**config.mk**
```make
export PLATFORM = sky130hd
export DESIGN_NAME = watch_time_core
export DESIGN_NICKNAME = d
export VERILOG_FILES = /design/src/rtl/watch_time_core_pkg.sv /design/src/rtl/watch_time_core_counter.sv /design/src/rtl/watch_time_core.sv
export SDC_FILE = /design/constraint.sdc
export NUM_CORES = 1
export LEC_CHECK = 0
export CAP_MARGIN = 20
export CELL_PAD_IN_SITES_DETAIL_PLACEMENT = 2
export CELL_PAD_IN_SITES_GLOBAL_PLACEMENT = 2
export CORE_MARGIN = 1
export CORE_UTILIZATION = 40
export DETAILED_ROUTE_END_ITERATION = 8
export DONT_BUFFER_PORTS = 1
export HOLD_SLACK_MARGIN = 0.05
export PLACE_DENSITY = 0.78
export REMOVE_ABC_BUFFERS = 1
export SLEW_MARGIN = 40
export SYNTH_ARGS = -nofsm -noshare
export SYNTH_HDL_FRONTEND = slang
export SYNTH_HIERARCHICAL = 1
export SYNTH_SLANG_ARGS = --single-unit
```
**constraint.sdc**
```tcl
create_clock -name clk -period 6.1 [get_ports clk]
set_clock_uncertainty 0.2 [all_clocks]
set_input_delay 0.61 -clock clk [delete_from_list [all_inputs] [get_ports clk]]
set_output_delay 0.61 -clock clk [all_outputs]
set_load 0.01 [all_outputs]
```
**src/rtl/watch_time_core_pkg.sv**
```systemverilog
// Shared definitions for the watch time core: setting-state encoding, field limits and the
// binary-to-BCD split used on the display path.
package watch_time_core_pkg;

    typedef enum logic [2:0] {
        StRun     = 3'd0,
        StSetMin  = 3'd1,
        StSetHr   = 3'd2,
        StSetAmin = 3'd3,
        StSetAhr  = 3'd4
    } state_e;

    localparam int unsigned MaxSec  = 59;
    localparam int unsigned MaxMin  = 59;
    localparam int unsigned MaxHour = 23;

    // Compare-subtract split of a 0..79 value into {tens, units}.
    function automatic logic [7:0] bin2bcd(input logic [6:0] v);
        logic [6:0] r;
        logic [3:0] t;
        r = v;
        t = 4'd0;
        if (r >= 7'd40) begin r = r - 7'd40; t = t + 4'd4; end
        if (r >= 7'd20) begin r = r - 7'd20; t = t + 4'd2; end
        if (r >= 7'd10) begin r = r - 7'd10; t = t + 4'd1; end
        return {t, r[3:0]};
    endfunction

endpackage

```
**src/rtl/watch_time_core_counter.sv**
```systemverilog
// Modulo-(MAX+1) up/down counter for one time or alarm field; carry flags an increment at MAX.
module watch_time_core_counter #(
    parameter int unsigned MAX = 59,
    parameter int unsigned W   = 6
) (
    input  logic         clk,
    input  logic         rstn,
    input  logic         i_inc,
    input  logic         i_dec,
    input  logic         i_clr,
    output logic [W-1:0] o_val,
    output logic         o_carry
);

    logic [W-1:0] r_val;
    logic         w_at_max;

    assign w_at_max = (r_val == W'(MAX));
    assign o_carry  = i_inc & w_at_max;
    assign o_val    = r_val;

    always_ff @(posedge clk or negedge rstn) begin
        if (!rstn) begin
            r_val <= '0;
        end else if (i_clr) begin
            r_val <= '0;
        end else if (i_inc && !i_dec) begin
            r_val <= w_at_max ? '0 : r_val + W'(1);
        end else if (i_dec && !i_inc) begin
            r_val <= (r_val == '0) ? W'(MAX) : r_val - W'(1);
        end
    end

endmodule

```
**src/rtl/watch_time_core.sv**
```systemverilog
// Watch timekeeping core: second divider, HH:MM:SS time, one alarm, key-driven setting FSM
// and registered BCD display outputs with optional 12-hour mapping.
module watch_time_core
    import watch_time_core_pkg::*;
#(
    parameter int unsigned CLK_FRE   = 50_000_000,
    parameter int unsigned ALARM_SEC = 30
) (
    input  logic       clk,
    input  logic       rstn,
    input  logic       key_mode,
    input  logic       key_inc,
    input  logic       key_dec,
    input  logic       mode_12h,
    input  logic       alarm_en,
    output logic [3:0] hour_h_o,
    output logic [3:0] hour_l_o,
    output logic [3:0] minutes_h_o,
    output logic [3:0] minutes_l_o,
    output logic [3:0] seconds_h_o,
    output logic [3:0] seconds_l_o,
    output logic       pm_o,
    output logic       second_led,
    output logic       alarm_o,
    output logic [2:0] state_flag
);

    localparam int unsigned      TickW    = (CLK_FRE > 1) ? $clog2(CLK_FRE) : 1;
    localparam logic [TickW-1:0] TickLast = TickW'(CLK_FRE - 1);
    localparam logic [TickW-1:0] TickHalf = TickW'(CLK_FRE / 2 - 1);

    state_e           r_state, w_state_next;
    logic [TickW-1:0] r_tick_cnt;
    logic             r_led, r_alarm, r_match, r_pm;
    logic [5:0]       r_alarm_cnt;
    logic [23:0]      r_disp;

    logic       w_sec_tick, w_any_key, w_key_ok, w_advance, w_edit_inc, w_edit_dec;
    logic       w_enter_min, w_time_run, w_min_tick, w_match, w_pm;
    logic       w_sec_carry, w_min_carry, w_hour_carry, w_amin_carry, w_ahour_carry;
    logic       w_unused_carry;
    logic [5:0] w_sec, w_min, w_amin, w_disp_min, w_disp_sec;
    logic [4:0] w_hour, w_ahour, w_disp_hour, w_hour_shown;

    assign w_sec_tick = (r_tick_cnt == TickLast);
    assign w_any_key  = key_mode | key_inc | key_dec;
    // A ringing alarm swallows every key press.
    assign w_key_ok    = ~(r_alarm & w_any_key);
    assign w_advance   = w_key_ok & key_mode;
    assign w_edit_inc  = w_key_ok & ~key_mode & key_inc & ~key_dec;
    assign w_edit_dec  = w_key_ok & ~key_mode & key_dec & ~key_inc;
    assign w_enter_min = w_advance & (r_state == StRun);
    assign w_time_run  = w_sec_tick & ~w_enter_min &
                         (r_state inside {StRun, StSetAmin, StSetAhr});
    assign w_min_tick  = w_time_run & w_sec_carry;

    always_ff @(posedge clk or negedge rstn) begin
        if (!rstn) begin
            r_state    <= StRun;
            r_tick_cnt <= '0;
            r_led      <= 1'b0;
        end else begin
            r_state    <= w_state_next;
            r_tick_cnt <= w_sec_tick ? '0 : r_tick_cnt + TickW'(1);
            if (r_tick_cnt == TickHalf) begin
                r_led <= 1'b1;
            end else if (w_sec_tick) begin
                r_led <= 1'b0;
            end
        end
    end

    always_comb begin
        w_state_next = r_state;
        if (w_advance) begin
            case (r_state)
                StRun:     w_state_next = StSetMin;
                StSetMin:  w_state_next = StSetHr;
                StSetHr:   w_state_next = StSetAmin;
                StSetAmin: w_state_next = StSetAhr;
                default:   w_state_next = StRun;
            endcase
        end
    end

    watch_time_core_counter #(.MAX(MaxSec), .W(6)) u_sec (
        .clk(clk), .rstn(rstn), .i_inc(w_time_run), .i_dec(1'b0), .i_clr(w_enter_min),
        .o_val(w_sec), .o_carry(w_sec_carry)
    );
    watch_time_core_counter #(.MAX(MaxMin), .W(6)) u_min (
        .clk(clk), .rstn(rstn),
        .i_inc(w_min_tick | (w_edit_inc & (r_state == StSetMin))),
        .i_dec(w_edit_dec & (r_state == StSetMin)), .i_clr(1'b0),
        .o_val(w_min), .o_carry(w_min_carry)
    );
    watch_time_core_counter #(.MAX(MaxHour), .W(5)) u_hour (
        .clk(clk), .rstn(rstn),
        .i_inc((w_min_tick & w_min_carry) | (w_edit_inc & (r_state == StSetHr))),
        .i_dec(w_edit_dec & (r_state == StSetHr)), .i_clr(1'b0),
        .o_val(w_hour), .o_carry(w_hour_carry)
    );
    watch_time_core_counter #(.MAX(MaxMin), .W(6)) u_amin (
        .clk(clk), .rstn(rstn), .i_inc(w_edit_inc & (r_state == StSetAmin)),
        .i_dec(w_edit_dec & (r_state == StSetAmin)), .i_clr(1'b0),
        .o_val(w_amin), .o_carry(w_amin_carry)
    );
    watch_time_core_counter #(.MAX(MaxHour), .W(5)) u_ahour (
        .clk(clk), .rstn(rstn), .i_inc(w_edit_inc & (r_state == StSetAhr)),
        .i_dec(w_edit_dec & (r_state == StSetAhr)), .i_clr(1'b0),
        .o_val(w_ahour), .o_carry(w_ahour_carry)
    );

    assign w_unused_carry = ^{w_hour_carry, w_amin_carry, w_ahour_carry};

    assign w_match = (r_state == StRun) & alarm_en & (w_sec == 6'd0) &
                     (w_min == w_amin) & (w_hour == w_ahour);

    // Arm only on the rising edge of the match so a dismissed alarm stays quiet for the rest
    // of the matching second.
    always_ff @(posedge clk or negedge rstn) begin
        if (!rstn) begin
            r_alarm     <= 1'b0;
            r_alarm_cnt <= 6'd0;
            r_match     <= 1'b0;
        end else begin
            r_match <= w_match;
            if (r_alarm) begin
                if (!alarm_en || w_any_key) begin
                    r_alarm     <= 1'b0;
                    r_alarm_cnt <= 6'd0;
                end else if (w_sec_tick) begin
                    r_alarm_cnt <= r_alarm_cnt - 6'd1;
                    if (r_alarm_cnt == 6'd1) begin
                        r_alarm <= 1'b0;
                    end
                end
            end else if (w_match && !r_match) begin
                r_alarm     <= 1'b1;
                r_alarm_cnt <= 6'(ALARM_SEC);
            end
        end
    end

    always_comb begin
        w_disp_hour  = w_hour;
        w_disp_min   = w_min;
        w_disp_sec   = w_sec;
        w_pm         = 1'b0;
        if (r_state == StSetAmin || r_state == StSetAhr) begin
            w_disp_hour = w_ahour;
            w_disp_min  = w_amin;
            w_disp_sec  = 6'd0;
        end
        w_hour_shown = w_disp_hour;
        if (mode_12h) begin
            w_pm = (w_disp_hour >= 5'd12);
            if (w_disp_hour == 5'd0) begin
                w_hour_shown = 5'd12;
            end else if (w_disp_hour > 5'd12) begin
                w_hour_shown = w_disp_hour - 5'd12;
            end
        end
    end

    always_ff @(posedge clk or negedge rstn) begin
        if (!rstn) begin
            r_disp <= 24'd0;
            r_pm   <= 1'b0;
        end else begin
            r_disp <= {bin2bcd({2'b00, w_hour_shown}), bin2bcd({1'b0, w_disp_min}),
                       bin2bcd({1'b0, w_disp_sec})};
            r_pm   <= w_pm;
        end
    end

    assign {hour_h_o, hour_l_o, minutes_h_o, minutes_l_o, seconds_h_o, seconds_l_o} = r_disp;
    assign pm_o       = r_pm;
    assign second_led = r_led;
    assign alarm_o    = r_alarm;
    assign state_flag = r_state;

endmodule

```
==> Word-level counts from Yosys, hierarchy flattened <==
Cells that the tools add are included.
W data, S select, Z words.
{ "op_classes": {"n_addsub": 25, "magnitude_cmp": 10, "eq_ne": 15, "muxes": 55, "bitwise_logic": 35, "n_reduce_logical": 37} }
{ "ops": {"columns": ["op", "n"], "rows": [
  ["$mux W6", 17],
  ["$mux W5", 12],
  ["$mux W7", 5],
  ["$mux W4", 8],
  ["$add A26 B1 Y26 const B", 1],
  ["$and A1 B1 Y1", 26],
  ["$eq A26 B25 Y1 const B", 1],
  ["$eq A26 B26 Y1 const B", 1],
  ["$mux W26", 1],
  ["$ge A7 B4 Y1 const B", 3],
  ["$add A6 B1 Y6 const B", 3],
  ["$eq A6 B6 Y1 const B", 3],
  ["$logic_not A6 Y1", 3],
  ["$sub A6 B1 Y6 const B", 3],
  ["$logic_not A5 Y1", 3],
  ["$ge A7 B5 Y1 const B", 2],
  ["$reduce_bool A2 Y1", 7],
  ["$sub A6 B6 Y7 const B", 2],
  ["$sub A7 B5 Y7 const B", 2],
  ["$add A4 B1 Y4 const B", 3],
  ["$ge A6 B6 Y1 const B", 2],
  ["$pmux W3 S4", 1],
  ["$sub A4 B4 Y4 const B", 3],
  ["$add A5 B1 Y5 const B", 2],
  ["other kinds (26)", 63]
]} }
{ "totals": {"register_bits": 91, "input_bits": 7, "output_inout_bits": 30} }

==> Logic depth before layout (Yosys ltp) <==
Gate-level depths: netlist (run 1).
{ "logic_depth": {"ltp_word": 19, "ltp_mapped": 23} }

==> Hierarchy <==
The synthesis (run 1) kept the hierarchy.
{ "modules_own_cells": {"columns": ["module", "n_inst", "cells_each", "area_per_inst_um2", "seq_area_each_um2"], "rows": [
  ["watch_time_core", 1, 500, 4236.6, 1476.4],
  ["watch_time_core_counter at u_amin ...", 3, 72, 583.1, 150.1],
  ["watch_time_core_counter at u_ahour ...", 2, 45, 421.7, 125.1]
]} }

==> Least setup slack after synthesis (run 1) <==
OpenSTA, ideal clock, no wires.
{ "synth_timing": {"path_type": "reg2reg", "startpoint": "register r_state[1], in the netlist state_flag[1]", "endpoint": "register r_disp[18]", "setup_ns": 0.086, "arrival_time_ns": 4.079, "required_ns": 5.814, "slack_ns": 1.736, "stages_incl_launch_ff": 22, "n_path_buf": 3, "path_cell_list": "dfrtp_1 -> or3b_1 -> buf_6 -> buf_6 -> o221a_2 -> inv_1 -> ha_1 -> nand2b_1 -> a211oi_1 -> o21ai_0 -> nand3_1 -> ha_1 -> inv_1 -> ha_1 -> clkbuf_1 -> a21oi_1 -> mux2i_1 -> ha_1 -> a221o_1 -> nor2_1 -> o21ai_0 -> a32oi_1"} }
{ "synth_via": {"elab_chain_len": 11} }
{ "synth_lines": {"columns": ["element", "line", "rtl"], "rows": [
  ["start: declaration", "watch_time_core.sv:32", "state_e r_state, w_state_next;"],
  ["start signal: assignment", "watch_time_core.sv:59", "r_state <= StRun;"],
  ["start signal: assignment", "watch_time_core.sv:63", "r_state <= w_state_next;"],
  ["$eq A3 B2 Y1 or $eq A3 B3 Y1 (tied branches)", "watch_time_core.sv:149", "if (r_state == StSetAmin || r_state == StSetAhr) begin"],
  ["$logic_or A1 B1 Y1 (*)", "watch_time_core.sv:149", null],
  ["$mux W5 (*)", "watch_time_core.sv:149", null],
  ["$sub A5 B4 Y5 or $gt A5 B4 Y1 (tied branches)", "watch_time_core.sv:160, watch_time_core.sv:159", null],
  ["$mux W5", "watch_time_core.sv:159", "end else if (w_disp_hour > 5'd12) begin"],
  ["$mux W5", "watch_time_core.sv:157", "if (w_disp_hour == 5'd0) begin"],
  ["$mux W5 (*)", "watch_time_core.sv:155", "if (mode_12h) begin"],
  ["$sub A5 B5 Y6 or $ge A5 B5 Y1 (tied branches)", "watch_time_core_pkg.sv:24", "if (r >= 7'd20) begin r = r - 7'd20; t = t + 4'd2; end"],
  ["$mux W7 (*)", "watch_time_core_pkg.sv:24", null],
  ["$ge A7 B4 Y1 or $sub A4 B4 Y4 (tied branches)", "watch_time_core_pkg.sv:25", "if (r >= 7'd10) begin r = r - 7'd10; t = t + 4'd1; end"],
  ["$mux W4 (*)", "watch_time_core_pkg.sv:25", null],
  ["end signal: assignment", "watch_time_core.sv:170", "r_disp <= {bin2bcd({2'b00, w_hour_shown}), bin2bcd({1'b0, w_disp_min}),"],
  ["end: declaration", "watch_time_core.sv:36", "logic [23:0] r_disp;"]
]} }
Mark *: on every way between the ends. The rest lies on a longest branch, timed or not.
A chain may end at the register's enable or synchronous reset.

==> Final worst setup path (run 1) <==
{ "layout_timing": {"startpoint": "register r_state[2], in the netlist state_flag[2]", "endpoint": "register r_disp[18]"} }
Same word-level chain as after synthesis.

==> qor.tcl, run 1 <==
set qor(layout.cells.non_filler) 1049
set qor(die_width_um) 132.5
set qor(power_switching_w) 0.001447
set qor(grt_start_max_net_pins) 88
set qor(fin_nets) 858
set qor(cts-buffers-inserted) 9
set qor(power.share.sequential_pct) 28.5
set qor(cp-start-kind) {flop}
set qor(synth.avg_cell_area_um2) 8.484
set qor(pwr_density_cell_mw_per_mm2) 419.9
set qor(first_iter_violations) 257
set qor(max_cap_violations) 0
set qor(core-area_mm2) 0.01658
set qor(cp_max_fo) 23
set qor(cp.arrival_ns) 5.57
set qor(critical_path_required_ns) 6.16
set qor(routed_wl_mm) 20.43
set qor(first_pass_iters) 5
set qor(place_worst_setup_slack_ns) 0.6187
set qor(fin_worst_hold_slack_ns) 0.2610
set qor(crit_path_cell_trace) {or3b_1 -> o221a_2 -> inv_1 -> ha_1 -> nand2b_1 -> a211oi_1 -> o21ai_0 -> nand3_1 -> ha_1 -> inv_1 -> ha_1 -> a21oi_1 -> mux2i_1 -> ha_1 -> a221o_1 -> nor2_1 -> o21ai_0 -> a32oi_1}
set qor(power.share.combinational_pct) 53.3
set qor(track_usage_pct) 24.30
set qor(final.fill_count) 1900
set qor(worst_path_max_delay_cell) {sky130_fd_sc_hd__dfrtp_1}
set qor(worstHoldPathType) {in -> reg}
set qor(post-route-min-period_ns) 5.511
set qor(worst_setup_hold_path_clk_slew_ns) 0.07
set qor(hpwl_mm) 14.66
set qor(switching_share_of_power_pct) 46.49
set qor(ys.warnings.count) 6
set qor(final.setup.worst_slack_ns) 0.5892
set qor(synthesis.area_mm2) 0.006813
set qor(leading_cell_type_in_the_layout_fill_and_taps_excluded) {sky130_fd_sc_hd__dfrtp_1}
set qor(fp.dieArea_mm2) 0.01756
set qor(io_buffers) 0
set qor(share_clk_of_total_power_pct) 18.2
set qor(status) {complete, no violations}
set qor(die_height_um) 132.5
set qor(ir_worst_vdd_v) 0.0002791
set qor(antenna_found_initial) 0
set qor(leakagePower_nw) 3.126
set qor(clock_tree_sinks) 87
set qor(setup_tns_ns) 0
set qor(holdCritStartpoint) {alarm_en}
set qor(timing.rr.start) {state_flag[2]$_DFFE_PN0P_}
set qor(cts.root.buffer_cell) {sky130_fd_sc_hd__clkbuf_16}
set qor(detail-route-antenna-nets) 0
set qor(report.final.hold_viol_count) 0
set qor(max_slew.worst_pin.slew_ns) 0.8032
set qor(io_pins) 37
set qor(instance_area_at_placement_mm2) 0.007079
set qor(layout_common_cells) {87 x sky130_fd_sc_hd__dfrtp_1, 82 x sky130_fd_sc_hd__nor2_1, 73 x sky130_fd_sc_hd__nand2_1}
set qor(grt_remaining_overflow) 0
set qor(cp_top_family) {compound AO/OA/AOI/OAI gates}
set qor(number_of_antenna_repair_diodes) 0
set qor(slew_violations) 0
set qor(finalWeightedCongestion) 0.7999
set qor(power_report.internal_total_w) 0.001666
set qor(global_route_wire_length_before_repair_mm) 34.76
set qor(row_count) 47
set qor(final_routed_drc_violation_total) 0
set qor(biggest_cell_delay_along_the_critical_path_ns) 0.84
set qor(rsz0062_at_grt) {false}
set qor(flow.area_growth_from_synthesis_pct) 8.834
set qor(netlist_instances) 803
set qor(drt-vias-per-instance) 5.925
set qor(worst_setup_path_end_kind) {flop}
set qor(cts_tree) {built}
set qor(share_of_layout_cells_above_drive_strength_1_pct) 8.926
set qor(initial_utilization_pct) 41.08
set qor(setup_viol_count_final) 0
set qor(clock_tree.buffer_depth) 2
set qor(layout_worst_path_cycle_share_pct) 90.34
set qor(via_count_of_the_first_global_routing_pass) 6823
set qor(worst-path-buf-inv) 2
set qor(vias) 6215
set qor(wl_per_cell_um) 19.48
set qor(crit_type) {reg -> reg}
set qor(path_common_cell) {sky130_fd_sc_hd__ha_1}
set qor(fin_area_mm2) 0.007415
set qor(setup.worst_path.start) {state_flag[2]$_DFFE_PN0P_}
set qor(worstSkewPairLatency_ns) 0.36
set qor(h-tree-depth) 3
set qor(placedCellCount) 1031
set qor(achievable-frequency_mhz) 181.5
set qor(slew-limit-headroom_pct) 46.26
==> routing by layer <==
metal | GRT usage [%] | routed length (um)
met1 | 30.63 | 9354
met2 | 43.22 | 10300
met3 | 2.989 | 488
met4 | 7.280 | 286
met5 | 0 | 0
==> path summary, 6_finish.rpt <==
check	to	slack, ns	cells after the start
setup / recovery	r_disp[18]$_DFF_PN0_	0.59	18
hold / removal	r_match$_DFF_PN0_	0.26	2
setup reg to reg	r_disp[18]$_DFF_PN0_	0.59	18
hold reg to reg	r_tick_cnt[4]$_DFF_PN0_	0.30	1
max in group asynchronous	r_tick_cnt[3]$_DFF_PN0_	4.68	2
min in group asynchronous	u_sec/o_val[1]$_DFFE_PN0P_	0.63	2
==> final cells by class <==
cell class,instances,area [um2],share of cell area [%]
multi-input cells,680,4438,59.85
repair buffers,8,90.09,1.215
well taps,220,275.3,3.712
inverters,38,142.6,1.924
flip-flops and latches,87,2177,29.36
clock inverters,6,52.55,0.7087
clock buffers,10,239.0,3.223
==> registers in the layout, indices dropped and copies added (netlist names) <==
register / count
u_hour/o_val: 5
r_tick_cnt: 26
r_alarm_cnt: 6
second_led: 1
u_ahour/o_val: 5
alarm_o: 1
u_min/o_val: 6
state_flag: 3
pm_o: 1
u_amin/o_val: 6
r_disp: 20
u_sec/o_val: 6
r_match: 1
==> timing repair <==
item,CTS,global route
hold endpoints to repair,87,0
hold buffers,2,0
gates resized for setup,0,0
buffers inserted,0,0
==> power by group through the flow <==
| stage | logic [W] | clock network (W) | registers (W) |
|---|---|---|---|
| finish | 0.00166 | 0.000567 | 0.000888 |
| global route | 0.00186 | 0.000592 | 0.000906 |
| CTS | 0.00166 | 0.000578 | 0.000887 |
| detailed placement | 0.00163 | 0 | 0.000896 |
| global placement | 0.00150 | 0 | 0.000892 |
| floorplan | 0.00123 | 0 | 0.000869 |
==> metrics by stage <==
| step | utilization [%] | total power [W] |
|---|---|---|
| 2_1_floorplan | - | 0.002100 |
| 3_3_place_gp | 42.52 | 0.002390 |
| 3_5_place_dp | 42.69 | 0.002529 |
| 4_1_cts | 44.67 | 0.003129 |
| 5_1_grt | 44.71 | 0.003363 |
| 6_report | 44.71 | 0.003113 |
(Power assumes the default switching activity.)
==> run 2: changes to the inputs <==
Settings changed: CORE_UTILIZATION 40 to 36, PLACE_DENSITY 0.78 to 0.74, SKIP_LAST_GASP set to 1.
Clock period 6.1 ns to 4.97 ns, I/O delays scaled along.
==> run 2 against run 1 <==
Effect of this change: final cell count grew 1.4%; global-route usage fell by 2.3 points; critical path type unchanged; sequential cell count did not move; highest routed layer unchanged; largest cell class unchanged.
==> qor.tcl, run 2 (synthesized netlist as in run 1, its figures left out) <==
set qor(wl_per_cell_um) 19.32 ;# -0.81%
set qor(h-tree-depth) 3 ;# unchanged
set qor(largest-register) {r_tick_cnt}
set qor(first_pass_iters) 4 ;# -1
set qor(cp_max_fo) 15 ;# -35%
set qor(report.final.hold_viol_count) 0 ;# unchanged
set qor(cts.repair_timing.setup_buffer_count) 0 ;# unchanged
set qor(setup_viol_count_final) 0 ;# unchanged
set qor(leading_cell_type_in_the_layout_fill_and_taps_excluded) {sky130_fd_sc_hd__dfrtp_1}
set qor(layout_common_cells) {84 x sky130_fd_sc_hd__dfrtp_1, 82 x sky130_fd_sc_hd__nor2_1, 73 x sky130_fd_sc_hd__nand2_1}
set qor(largestRegisters) {r_tick_cnt (26), r_disp (20)}
set qor(antenna_found_initial) 0 ;# unchanged
set qor(row_count) 49 ;# +4.3%
set qor(worstHoldPathType) {in -> reg}
set qor(worst_path_max_delay_cell) {sky130_fd_sc_hd__dfrtp_2}
set qor(pwr_density_cell_mw_per_mm2) 515.9 ;# +23%
set qor(slew-limit-headroom_pct) 51.27 ;# +5.0 points
set qor(cts.root.buffer_cell) {sky130_fd_sc_hd__clkbuf_16}
set qor(path_common_cell) {sky130_fd_sc_hd__ha_1}
set qor(setup_slack_of_the_most_critical_reg_to_reg_path_ns) 0.29 ;# -0.30 ns
set qor(cts_tree) {built}
set qor(via_count_of_the_first_global_routing_pass) 6690 ;# -1.9%
set qor(setup_tns_ns) 0 ;# unchanged
set qor(grt_start_max_net_pins) 88 ;# unchanged
set qor(clock_tree.buffer_depth) 2 ;# unchanged
set qor(crit_type) {reg -> reg}
set qor(ir_worst_vdd_v) 0.0003009 ;# +7.8%
set qor(crit_path_cell_trace) {or3b_1 -> buf_4 -> o32a_1 -> a211oi_4 -> a211oi_2 -> o211ai_4 -> inv_1 -> ha_1 -> inv_1 -> ha_1 -> a21oi_1 -> mux2i_1 -> ha_1 -> a221o_1 -> nor2_1 -> o21ai_0 -> a32oi_1}
set qor(final.fill_count) 2089 ;# +9.9%
set qor(track_usage_pct) 22.00 ;# -2.3 points
set qor(first_iter_violations) 235 ;# -8.6%
set qor(io_pins) 37 ;# unchanged
set qor(fp.dieArea_mm2) 0.01948 ;# +11%
set qor(die_width_um) 139.6 ;# +5.3%
set qor(number_of_antenna_repair_diodes) 0 ;# unchanged
set qor(worst-path-buf-inv) 3 ;# +1
set qor(achievable-frequency_mhz) 213.8 ;# +18%
set qor(critical_path_required_ns) 5.05 ;# -1.11 ns
set qor(flow.area_growth_from_synthesis_pct) 10.12
set qor(core-area_mm2) 0.01827 ;# +10%
set qor(leakagePower_nw) 3.161 ;# +1.1%
set qor(routed_wl_mm) 20.56 ;# +0.61%
set qor(cp_top_family) {compound AO/OA/AOI/OAI gates}
set qor(post-route-min-period_ns) 4.676 ;# -0.8344 ns
set qor(io_buffers) 0 ;# unchanged
set qor(max_cap_violations) 0 ;# unchanged
set qor(fin_worst_hold_slack_ns) 0.1438 ;# -0.1172 ns
set qor(worstSkewPairLatency_ns) 0.36 ;# about the same
set qor(final_routed_drc_violation_total) 0 ;# unchanged
set qor(cp.arrival_ns) 4.76 ;# -0.81 ns
set qor(max_slew.worst_pin.slew_ns) 0.7290 ;# -0.07419 ns
set qor(hpwl_mm) 14.87 ;# +1.4%
set qor(status) {complete, no violations}
set qor(drt-vias-per-instance) 5.831 ;# -1.6%
set qor(cts-buffers-inserted) 9 ;# unchanged
set qor(slew_violations) 0 ;# unchanged
set qor(cp-start-kind) {flop}
set qor(die_height_um) 139.6 ;# +5.3%
set qor(worst_setup_path_end_kind) {flop}
set qor(worst_setup_hold_path_clk_slew_ns) 0.08 ;# about the same
set qor(biggest_cell_delay_along_the_critical_path_ns) 0.51 ;# -0.33 ns
set qor(clock_tree_sinks) 87 ;# unchanged
set qor(final_util_pct) 41.06 ;# -3.6 points
set qor(detail-route-antenna-nets) 0 ;# unchanged
set qor(largest_register_ff_count) 26 ;# unchanged
set qor(share_of_layout_cells_above_drive_strength_1_pct) 10.42 ;# +1.5 points
set qor(finalWeightedCongestion) 0.8087 ;# +1.1%
set qor(vias) 6204 ;# -0.18%
set qor(fin_nets) 864 ;# +0.70%
set qor(grt_remaining_overflow) 0 ;# unchanged
set qor(layout_worst_path_cycle_share_pct) 94.09 ;# +3.8 points
set qor(global_route_wire_length_before_repair_mm) 34.62 ;# -0.40%
set qor(initial_utilization_pct) 37.29 ;# -3.8 points
run 2: worst register-to-register path, cell delays in order (launching register included):
cell,delay [ns]
sky130_fd_sc_hd__dfrtp_2,0.51
sky130_fd_sc_hd__or3b_1,0.49
sky130_fd_sc_hd__buf_4,0.24
sky130_fd_sc_hd__o32a_1,0.24
sky130_fd_sc_hd__a211oi_4,0.45
sky130_fd_sc_hd__a211oi_2,0.17
sky130_fd_sc_hd__o211ai_4,0.32
sky130_fd_sc_hd__inv_1,0.13
sky130_fd_sc_hd__ha_1,0.22
sky130_fd_sc_hd__inv_1,0.05
sky130_fd_sc_hd__ha_1,0.37
sky130_fd_sc_hd__a21oi_1,0.11
sky130_fd_sc_hd__mux2i_1,0.16
sky130_fd_sc_hd__ha_1,0.26
sky130_fd_sc_hd__a221o_1,0.29
sky130_fd_sc_hd__nor2_1,0.12
sky130_fd_sc_hd__o21ai_0,0.09
sky130_fd_sc_hd__a32oi_1,0.20
run 2: worst paths after layout:
kind / depth (start not counted) / from / to
worst min-delay path: 2 / alarm_en / r_match$_DFF_PN0_
worst max-delay path: 17 / state_flag[2]$_DFFE_PN0P_ / r_disp[18]$_DFF_PN0_
worst max register to register: 17 / state_flag[2]$_DFFE_PN0P_ / r_disp[18]$_DFF_PN0_
worst min register to register: 1 / r_tick_cnt[0]$_DFF_PN0_ / r_tick_cnt[0]$_DFF_PN0_
min in group asynchronous: 2 / rstn / u_sec/o_val[3]$_DFFE_PN0P_
max in group asynchronous: 2 / rstn / state_flag[2]$_DFFE_PN0P_
run 2: cell type report:
type	instances	area [um2]	share of cell area, %
multi-input cells	680	4466	59.52
flip-flops and latches	87	2181	29.07
well taps	229	286.5	3.819
clock buffers	9	225.2	3.002
inverters	38	142.6	1.901
repair buffers	14	127.6	1.701
clock inverters	7	73.82	0.9840
run 2: per-layer routing:
| layer | routed length [um] | GRT usage [%] | vias to the layer above | part of all wire, % |
|---|---|---|---|---|
| met5 | 0 | 0 | - | 0 |
| met1 | 9655 | 27.60 | 3160 | 47 |
| met3 | 390 | 2.374 | 22 | 1.9 |
| met2 | 10200 | 39.62 | 65 | 50 |
| met4 | 316 | 6.536 | 0 | 1.5 |
| li1 | - | - | 2957 | - |
run 2: stage by stage:
stage / std cells / power, W / instance area [um2] / worst slack [ns]
3_5_place_dp: 1046 / 0.003135 / 7141 / 0.1221
4_1_cts: 1064 / 0.003883 / 7477 / 0.07500
2_1_floorplan: 805 / 0.002578 / 6729 / 0.3829
3_3_place_gp: 1046 / 0.002969 / 7123 / 0.4974
5_1_grt: 1064 / 0.004188 / 7502 / -0.01724
6_report: 1064 / 0.003870 / 7502 / 0.2936
run 2: repair_timing:
| action | 4_1_cts | 5_1_grt |
|---|---|---|
| gates resized for setup | 0 | 7 |
| hold buffers | 2 | 0 |
| hold endpoints to repair | 87 | 0 |
| endpoints found under the setup margin | 0 | 4 |
run 2: power by group:
part	internal [W]	switching, W
clock	0.000356	0.000353
sequential	0.000859	0.000241
combinational	0.000848	0.00121
